File: src/rtl/id_stage.sv
// id_stage: instruction-decode stage of the 5-stage MIPS-subset pipeline.
//
// Holds the IF/ID pipeline register, drives the register-file read
// addresses, decodes the instruction, detects load-use hazards (stalling
// fetch for one cycle) and launches the ID/EX pipeline register.
//
// Ports:
//   clk, rst_n                 clock, asynchronous active-low reset
//   if_valid/if_instr/if_pc    fetched instruction and its byte address
//   flush                      branch/jump resolved in EX, kill younger work
//   stall_if                   hold PC and fetch output (combinational)
//   rf_raddr1/rf_raddr2        rs/rt read addresses (combinational)
//   rf_rdata1/rf_rdata2        register-file read data, same cycle
//   ex_*                       ID/EX register fields toward execute
module id_stage (
  input  logic        clk,
  input  logic        rst_n,
  input  logic        if_valid,
  input  logic [31:0] if_instr,
  input  logic [31:0] if_pc,
  input  logic        flush,
  output logic        stall_if,
  output logic [4:0]  rf_raddr1,
  output logic [4:0]  rf_raddr2,
  input  logic [31:0] rf_rdata1,
  input  logic [31:0] rf_rdata2,
  output logic        ex_valid,
  output logic [31:0] ex_pc,
  output logic [31:0] ex_rs_data,
  output logic [31:0] ex_rt_data,
  output logic [31:0] ex_imm,
  output logic [4:0]  ex_rs,
  output logic [4:0]  ex_rt,
  output logic [4:0]  ex_dest,
  output logic [2:0]  ex_alu_op,
  output logic        ex_alu_src,
  output logic        ex_mem_read,
  output logic        ex_mem_write,
  output logic        ex_reg_write,
  output logic        ex_branch,
  output logic        ex_jump,
  output logic [31:0] ex_jtarget,
  output logic        ex_illegal
);

  localparam logic [5:0] OP_RTYPE = 6'h00;
  localparam logic [5:0] OP_J     = 6'h02;
  localparam logic [5:0] OP_BEQ   = 6'h04;
  localparam logic [5:0] OP_ADDI  = 6'h08;
  localparam logic [5:0] OP_LW    = 6'h23;
  localparam logic [5:0] OP_SW    = 6'h2B;

  localparam logic [5:0] FN_ADD = 6'h20;
  localparam logic [5:0] FN_SUB = 6'h22;
  localparam logic [5:0] FN_AND = 6'h24;
  localparam logic [5:0] FN_OR  = 6'h25;
  localparam logic [5:0] FN_SLT = 6'h2A;

  localparam logic [2:0] ALU_ADD = 3'd0;
  localparam logic [2:0] ALU_SUB = 3'd1;
  localparam logic [2:0] ALU_AND = 3'd2;
  localparam logic [2:0] ALU_OR  = 3'd3;
  localparam logic [2:0] ALU_SLT = 3'd4;

  typedef struct packed {
    logic [2:0] alu_op;
    logic [4:0] dest;
    logic       alu_src;
    logic       mem_read;
    logic       mem_write;
    logic       reg_write;
    logic       branch;
    logic       jump;
    logic       illegal;
    logic       uses_rs;
    logic       uses_rt;
  } dec_t;

  // IF/ID register
  logic        id_valid;
  logic [31:0] id_instr;
  logic [31:0] id_pc;

  logic [5:0]  opcode;
  logic [5:0]  funct;
  logic [4:0]  rs;
  logic [4:0]  rt;
  logic [4:0]  rd;
  dec_t        dec;
  logic [31:0] imm;
  logic [3:0]  pc_plus4_hi;
  logic [31:0] jtarget;
  logic        load_use;
  logic        launch;

  assign opcode = id_instr[31:26];
  assign funct  = id_instr[5:0];
  assign rs     = id_instr[25:21];
  assign rt     = id_instr[20:16];
  assign rd     = id_instr[15:11];

  assign rf_raddr1 = rs;
  assign rf_raddr2 = rt;

  assign imm = {{16{id_instr[15]}}, id_instr[15:0]};

  // Upper nibble of id_pc + 4: adding 4 carries into bit 28 only when
  // bits [27:2] are all ones, so the full 32-bit add is unnecessary.
  assign pc_plus4_hi = id_pc[31:28] + {3'b000, &id_pc[27:2]};
  assign jtarget     = {pc_plus4_hi, id_instr[25:0], 2'b00};

  always_comb begin
    // NOTE: every field gets a default before the case so no path leaves a
    // signal unassigned; that is what keeps this block free of latches.
    dec = '0;
    if (id_instr != 32'd0) begin
      case (opcode)
        OP_RTYPE: begin
          dec.dest      = rd;
          dec.reg_write = 1'b1;
          dec.uses_rs   = 1'b1;
          dec.uses_rt   = 1'b1;
          case (funct)
            FN_ADD:  dec.alu_op = ALU_ADD;
            FN_SUB:  dec.alu_op = ALU_SUB;
            FN_AND:  dec.alu_op = ALU_AND;
            FN_OR:   dec.alu_op = ALU_OR;
            FN_SLT:  dec.alu_op = ALU_SLT;
            default: begin
              dec         = '0;
              dec.illegal = 1'b1;
            end
          endcase
        end
        OP_ADDI: begin
          dec.alu_src   = 1'b1;
          dec.dest      = rt;
          dec.reg_write = 1'b1;
          dec.uses_rs   = 1'b1;
        end
        OP_LW: begin
          dec.alu_src   = 1'b1;
          dec.mem_read  = 1'b1;
          dec.dest      = rt;
          dec.reg_write = 1'b1;
          dec.uses_rs   = 1'b1;
        end
        OP_SW: begin
          dec.alu_src   = 1'b1;
          dec.mem_write = 1'b1;
          dec.uses_rs   = 1'b1;
          dec.uses_rt   = 1'b1;
        end
        OP_BEQ: begin
          dec.alu_op  = ALU_SUB;
          dec.branch  = 1'b1;
          dec.uses_rs = 1'b1;
          dec.uses_rt = 1'b1;
        end
        OP_J: begin
          dec.jump = 1'b1;
        end
        default: begin
          dec.illegal = 1'b1;
        end
      endcase
    end
  end

  // Only a load sitting in EX can feed ID too late; WB->ID is covered by
  // the register file's write-through bypass.
  assign load_use = id_valid && ex_valid && ex_mem_read && (ex_dest != 5'd0) &&
                    ((dec.uses_rs && (rs == ex_dest)) ||
                     (dec.uses_rt && (rt == ex_dest)));

  assign stall_if = load_use && !flush;
  assign launch   = id_valid && !flush && !load_use;

  always_ff @(posedge clk or negedge rst_n) begin
    // NOTE: pipeline state uses non-blocking assignments so every register
    // samples the pre-edge values regardless of statement order.
    if (!rst_n) begin
      id_valid <= 1'b0;
      id_instr <= '0;
      id_pc    <= '0;
    end else if (flush) begin
      id_valid <= 1'b0;
    end else if (!stall_if) begin
      id_valid <= if_valid;
      id_instr <= if_instr;
      id_pc    <= if_pc;
    end
  end

  // Control bits and ex_valid drop together on a bubble; data fields only
  // move when a real instruction launches.
  always_ff @(posedge clk or negedge rst_n) begin
    if (!rst_n) begin
      ex_valid     <= 1'b0;
      ex_alu_op    <= '0;
      ex_alu_src   <= 1'b0;
      ex_mem_read  <= 1'b0;
      ex_mem_write <= 1'b0;
      ex_reg_write <= 1'b0;
      ex_branch    <= 1'b0;
      ex_jump      <= 1'b0;
      ex_illegal   <= 1'b0;
      ex_pc        <= '0;
      ex_rs_data   <= '0;
      ex_rt_data   <= '0;
      ex_imm       <= '0;
      ex_rs        <= '0;
      ex_rt        <= '0;
      ex_dest      <= '0;
      ex_jtarget   <= '0;
    end else if (!launch) begin
      ex_valid     <= 1'b0;
      ex_alu_op    <= '0;
      ex_alu_src   <= 1'b0;
      ex_mem_read  <= 1'b0;
      ex_mem_write <= 1'b0;
      ex_reg_write <= 1'b0;
      ex_branch    <= 1'b0;
      ex_jump      <= 1'b0;
      ex_illegal   <= 1'b0;
    end else begin
      ex_valid     <= 1'b1;
      ex_alu_op    <= dec.alu_op;
      ex_alu_src   <= dec.alu_src;
      ex_mem_read  <= dec.mem_read;
      ex_mem_write <= dec.mem_write;
      ex_reg_write <= dec.reg_write;
      ex_branch    <= dec.branch;
      ex_jump      <= dec.jump;
      ex_illegal   <= dec.illegal;
      ex_pc        <= id_pc;
      ex_rs_data   <= rf_rdata1;
      ex_rt_data   <= rf_rdata2;
      ex_imm       <= imm;
      ex_rs        <= rs;
      ex_rt        <= rt;
      ex_dest      <= dec.dest;
      ex_jtarget   <= jtarget;
    end
  end

endmodule
File: config.mk
export PLATFORM = sky130hd
export DESIGN_NAME = id_stage
export DESIGN_NICKNAME = d
export VERILOG_FILES = /design/src/rtl/id_stage.sv
export SDC_FILE = /design/constraint.sdc
export NUM_CORES = 1
export LEC_CHECK = 0
export CAP_MARGIN = 30
export CORE_UTILIZATION = 44
export DETAILED_ROUTE_END_ITERATION = 7
export PLACE_DENSITY = 0.78
export SLEW_MARGIN = 5
export SYNTH_ARGS = -nofsm -noshare
export SYNTH_HDL_FRONTEND = slang
export SYNTH_SLANG_ARGS = --single-unit
File: constraint.sdc
create_clock -name clk -period 2.5 [get_ports clk]
set_input_delay 0.25 -clock clk [delete_from_list [all_inputs] [get_ports clk]]
set_output_delay 0.25 -clock clk [all_outputs]
set_load 0.005 [all_outputs]
Word level (Yosys, flattened, before mapping)
Index checks and enable logic that the tools add are counted.

Register bits after elaboration: 233. Latch bits: 0. RAM bits: 0. Memories: 0. Bits in read-only memories: 0. Input bits: 132. Output and inout port bits: 197.

$add $sub $neg: 1. Magnitude comparators: 0. Reduce and logical (&&, ||, !) cells: 23. Mux-type cells: 25. Shift-type cells: 0. Div/mod/pow operators: 0. Bitwise operators: 2. Equality and inequality tests: 13. $mul: 0.

Operators with widths (number): $eq A6 B6 Y1 const B (7); $reduce_bool A32 Y1 (1); $reduce_and A26 Y1 (1); $pmux W1 S2 (9); $mux W17 (1); $mux W14 (1); $pmux W3 S4 (1); $eq A5 B5 Y1 (2); $mux W1 (10); $pmux W5 S2 (1); $reduce_or A5 Y1 (2); $logic_and A1 B1 Y1 (9); $eq A6 B2 Y1 const B (1); $eq A6 B3 Y1 const B (1); $eq A6 B4 Y1 const B (1); $logic_not A6 Y1 (1); $pmux W3 S2 (1); $reduce_bool A5 Y1 (1); $add A4 B1 Y4 (1); $reduce_or A2 Y1 (2); $reduce_or A4 Y1 (1); $mux W3 (1); $reduce_or A3 Y1 (1); $logic_not A1 Y1 (2); 4 further kinds (5).

Depth between registers and ports, before layout
Depth in word-level cells: 11. Depth in mapped cells: 10. Mapped depth without buffers: 7.

Worst setup path after synthesis
OpenSTA, ideal clock, no wires.

Path kind: reg2reg. Start point: register id_instr[26]. End point: register id_instr[21]. Setup time: 0.125 ns. Clock period less this slack: 2.255 ns. Stages on the path, launching flop included: 8. Arrival: 2.130 ns. Setup slack: 0.245 ns. Data required time: 2.375 ns. Cell sequence: dfrtp_1 > and4b_1 > o21ai_1 > nand4_1 > a22o_1 > a21oi_4 > buf_4 > mux2_2.

Word-level cells in the longest chain between the ends: 10. Elaborated cells on any way between the ends: 18.

RTL lines: from (decl) (RTL line 81) `logic [31:0] id_instr;`; from (signal assigned) (RTL line 190) `id_instr <= if_instr;`; $eq A6 B3 Y1, or another cell as far along (RTL line 117) `case (opcode)`; $reduce_or A4 Y1 (no source line) or $reduce_or A2 Y1 (tied branches); $pmux W1 S2 (RTL line 117); $mux W17 * (RTL line 116) `if (id_instr != 32'd0) begin`; $logic_and A1 B1 Y1 (on tied branches) (RTL line 173, 174); $logic_or A1 B1 Y1 * (RTL line 173) `((dec.uses_rs && (rs == ex_dest)) ||`; $logic_and A1 B1 Y1 * (RTL line 172) `assign load_use = id_valid && ex_valid && ex_mem_read && (ex_dest != 5'd0) &&`; $logic_and A1 B1 Y1 * (RTL line 176) `assign stall_if = load_use && !flush;`; $not A1 Y1 (no source line) *; $reduce_and A2 Y1 (no source line) *.

Every way passes the cells marked *; elsewhere a longest branch is shown, timed or not. A chain may end at the register's enable or synchronous reset.

Final worst setup path
Start point: register id_instr[31]. End point: output port stall_if.

Word-level cells in the longest chain between the ends: 8. Elaborated cells on any way between the ends: 16.

RTL lines: $eq A6 B3 Y1, or another cell as far along (RTL line 117); $reduce_or A4 Y1 (no source line) or $reduce_or A2 Y1 (tied branches); $pmux W1 S2 (RTL line 117); $mux W17 * (RTL line 116); $logic_and A1 B1 Y1 (on tied branches) (RTL line 173, 174); $logic_or A1 B1 Y1 * (RTL line 173); $logic_and A1 B1 Y1 * (RTL line 172); $logic_and A1 B1 Y1 * (RTL line 176); to (decl) (RTL line 22) `output logic stall_if,`.

Marks and branches as above.

==> impl_metrics.yaml <==
outcome:
  status: "finished clean"
routing:
  dr.pass1.iters: 4
  wl_per_cell_um: 18.8
  wirelength_um: 22300
  drt_iter0_drc: 235
  vias_per_cell: 5.02
  drtAntennaViolNets: 0
  drc: 0
  via_count: 5953
placed_design:
  post-place-ws_ns: 0.0624
  hpwlAfterDp_um: 15400
  place_area_um2: 12000
  place_congestion: 0.860
  port_buffers: 326
yosys:
  async_flop_share: 1.00
  synth-main-ff-cell: "dfrtp_1"
  post-synth-top-count-cell: "dfrtp_1"
  yosysWarnings: 0
  synth_area_um2: 8640
  synth.area.top_cells: "dfrtp_1, mux2_2, buf_4, buf_6, nor4_1"
  synth_cell_types: 41
  yosysTopAreaCell: "dfrtp_1"
  syn_inst: 584
  synth-edff-count: 0
  ys_seq_area_frac: 0.600
  synthTopCellsByCount: "dfrtp_1, mux2_2, buf_4"
  netlist.area_leader.share: 0.600
  syn_area_per_cell_um2: 14.8
  ys_seq_elements: 207
floorplanning:
  rows: 50
  die-width_um: 142
  die_area_um2: 20200
  io_pins: 329
  initial_core_util: 0.456
  die_h_um: 142
  coreArea_um2: 19000
worst_setup_path:
  crit_path_start_kind: "register"
  r2r-start: "id_instr[26]"
  cp_slowest_stage_delay_ns: 0.44
  cp_max_fo: 5
  cp_num_buf_inv: 1
  reg2regPathDepth: 9
  critical_path_depth: 6
  worstPathRequired_ns: 2.25
  crit_arrival_ns: 2.22
  crit_path_start: "id_instr[31]"
  cpMostUsedCell: "nand4_1"
  endpoint: "stall_if"
  r2r_end: "id_instr[0]"
  endpoint_kind: "output pin"
  worstSetupPathType: "reg2out"
  crit_path_top_delay_cell: "dfrtp_2"
  rrSetupSlack_ns: 0.08
  crit_chain: "nor4_4 -> nand4_1 -> nand4_1 -> a22oi_2 -> nor4_1 -> buf_2"
  crit_family: "simple AND/OR/NAND/NOR gates"
timing:
  fin_crit_ns: 2.47
  rsz0062_at_grt: "yes"
  fmax_ghz: 0.404
  fin_worst_skew_ns: 0.0118
  fin_ws_ns: 0.0265
  final-hold-violation-count: 0
  fin_crit_sh: 0.989
  timing.hold.ws_ns: 0.258
  setup_tns_ns: 0
  slew_violations: 0
  setup_viol: 0
pwr:
  fin_total_pwr_uw: 10000
  seqPwrFrac: 0.429
  switchingPower_uw: 2440
  power.internal_uw: 7600
  leakage_uw: 0.00538
  p_clk_frac: 0.321
  swShare: 0.243
  ir_drop_mv: 0.680
  combPwrFrac: 0.250
  power.density_nw_per_um2: 775
layout:
  final_layout_size_suffix_gt1_frac: 0.310
  finalNetCount: 1043
  final_area_um2: 13000
  area_growth_pct: 50.0
  fillCellCount: 1387
  diodes: 0
global_route:
  grt_overflow: 0
  grt_pass1_wl_um: 33600
  grt_max_degree: 57
  antenna_found_initial: 0
  grt_usage: 0.214
  grt_pass1_vias: 6226
clocking:
  max-clock-path-buffers: 3
  clock_latency_ns: 0.50
  cts_buffers: 22
  htreeDepth: 1
  clk_pin_slew_worst_paths_ns: 0.06
  clock_sinks: 207
  tritoncts: "done"
  root_buffer: "clkbuf_16"
flow_run:
  max_cap_violations: 0
worst_hold_path:
  hold_path_class: "in2async"
[cell families (layout without fill, tap and decap cells)]
kind of cell	after synthesis	in the layout	synth area share
adders and majority gates	2	2	0.00290
and+or+nand+nor	63	63	0.0437
other	1	2	0.000434
AOI/OAI and AO/OA	29	29	0.0230
muxes	190	190	0.248
buffers and inverters	80	420	0.0704
xor gates and xnor gates	12	12	0.0122
DFF	207	207	0.600
[final cells by class]
| type | instances | area (um^2) | area share |
|---|---|---|---|
| multi-input combinational | 298 | 2900 | 0.224 |
| tap | 260 | 325 | 0.0251 |
| clock buffer | 32 | 659 | 0.0509 |
| inverter | 3 | 13.8 | 0.00106 |
| timing repair buffer | 377 | 3810 | 0.294 |
| sequential | 207 | 5180 | 0.400 |
| clock inverter | 8 | 65.1 | 0.00502 |
[layout by cell type (no fill, tap or decap), types with 6 or more instances in the layout]
cell type	netlist	routed
clkdlybuf4s50_1	0	324
dfrtp_1	207	203
mux2_2	184	184
buf_4	58	36
clkbuf_16	0	26
nor4_1	11	11
nor3_1	9	9
nand4_1	9	9
a21oi_1	8	8
xnor2_1	7	7
nand3_1	9	7
nor2_1	7	7
clkinv_2	0	7
buf_12	0	7
nand2_1	6	6
clkbuf_8	0	6
[registers in the layout (all words and copies together), names as in the netlist]
name          cells
ex_rt             4
ex_illegal        1
ex_alu_op         3
ex_alu_src        1
ex_valid          1
id_pc            32
ex_jtarget        7
ex_dest           5
id_instr         32
ex_reg_write      1
ex_mem_read       1
ex_imm           15
id_valid          1
ex_branch         1
ex_rs_data       32
ex_jump           1
ex_pc            32
ex_rt_data       32
ex_mem_write      1
ex_rs             4
[worst register-to-register path: cells and delay by family (launching register included)]
family                 cells  cell delay, ns
AOI/OAI and AO/OA          3            0.63
buffers and inverters      3            0.48
DFF                        1            0.44
muxes                      1            0.36
and+or+nand+nor            2            0.39
[worst min-delay path by stage]
stage / endpoint / cells after the start
after CTS: ex_rt[2] / 2
after detailed placement: ex_rs_data[26] / 1
after global placement: ex_rs_data[26] / 1
after floorplan: ex_alu_op[0] / 0
final: ex_rs_data[26] / 2
after global routing: ex_rs_data[24] / 2
[through the flow]
stage | instances | util
5_1_grt | 1185 | 0.683
4_1_cts | 1177 | 0.675
3_5_place_dp | 1133 | 0.634
6_report | 1185 | 0.683
3_3_place_gp | 1133 | 0.634
2_1_floorplan | 585 | -
[what timing repair did]
item,4_1_cts,5_1_grt
pin swaps,4,4
gates resized for setup,9,10
hold buffers,1,0
setup endpoints to repair,1,183
hold endpoints to repair,37,0
gates cloned,0,4
setup buffers,3,4
[per-layer routing]
layer	share of wire	vias up	GRT usage
met1	0.39	2980	0.261
met4	0.032	0	0.0770
met2	0.50	222	0.364
met3	0.070	42	0.0582
met5	0	-	0
li1	-	2709	-
[power groups by stage]
stage               clock network (uW)  registers [uW]  logic (uW)
finish                            3220            4300        2510
global route                      3440            4380        2690
CTS                               3310            4310        2510
detailed placement                   0            4360        2480
global placement                     0            4340        2440
floorplan                            0            4330         929
Note: power is estimated with default switching activity, not from simulation.
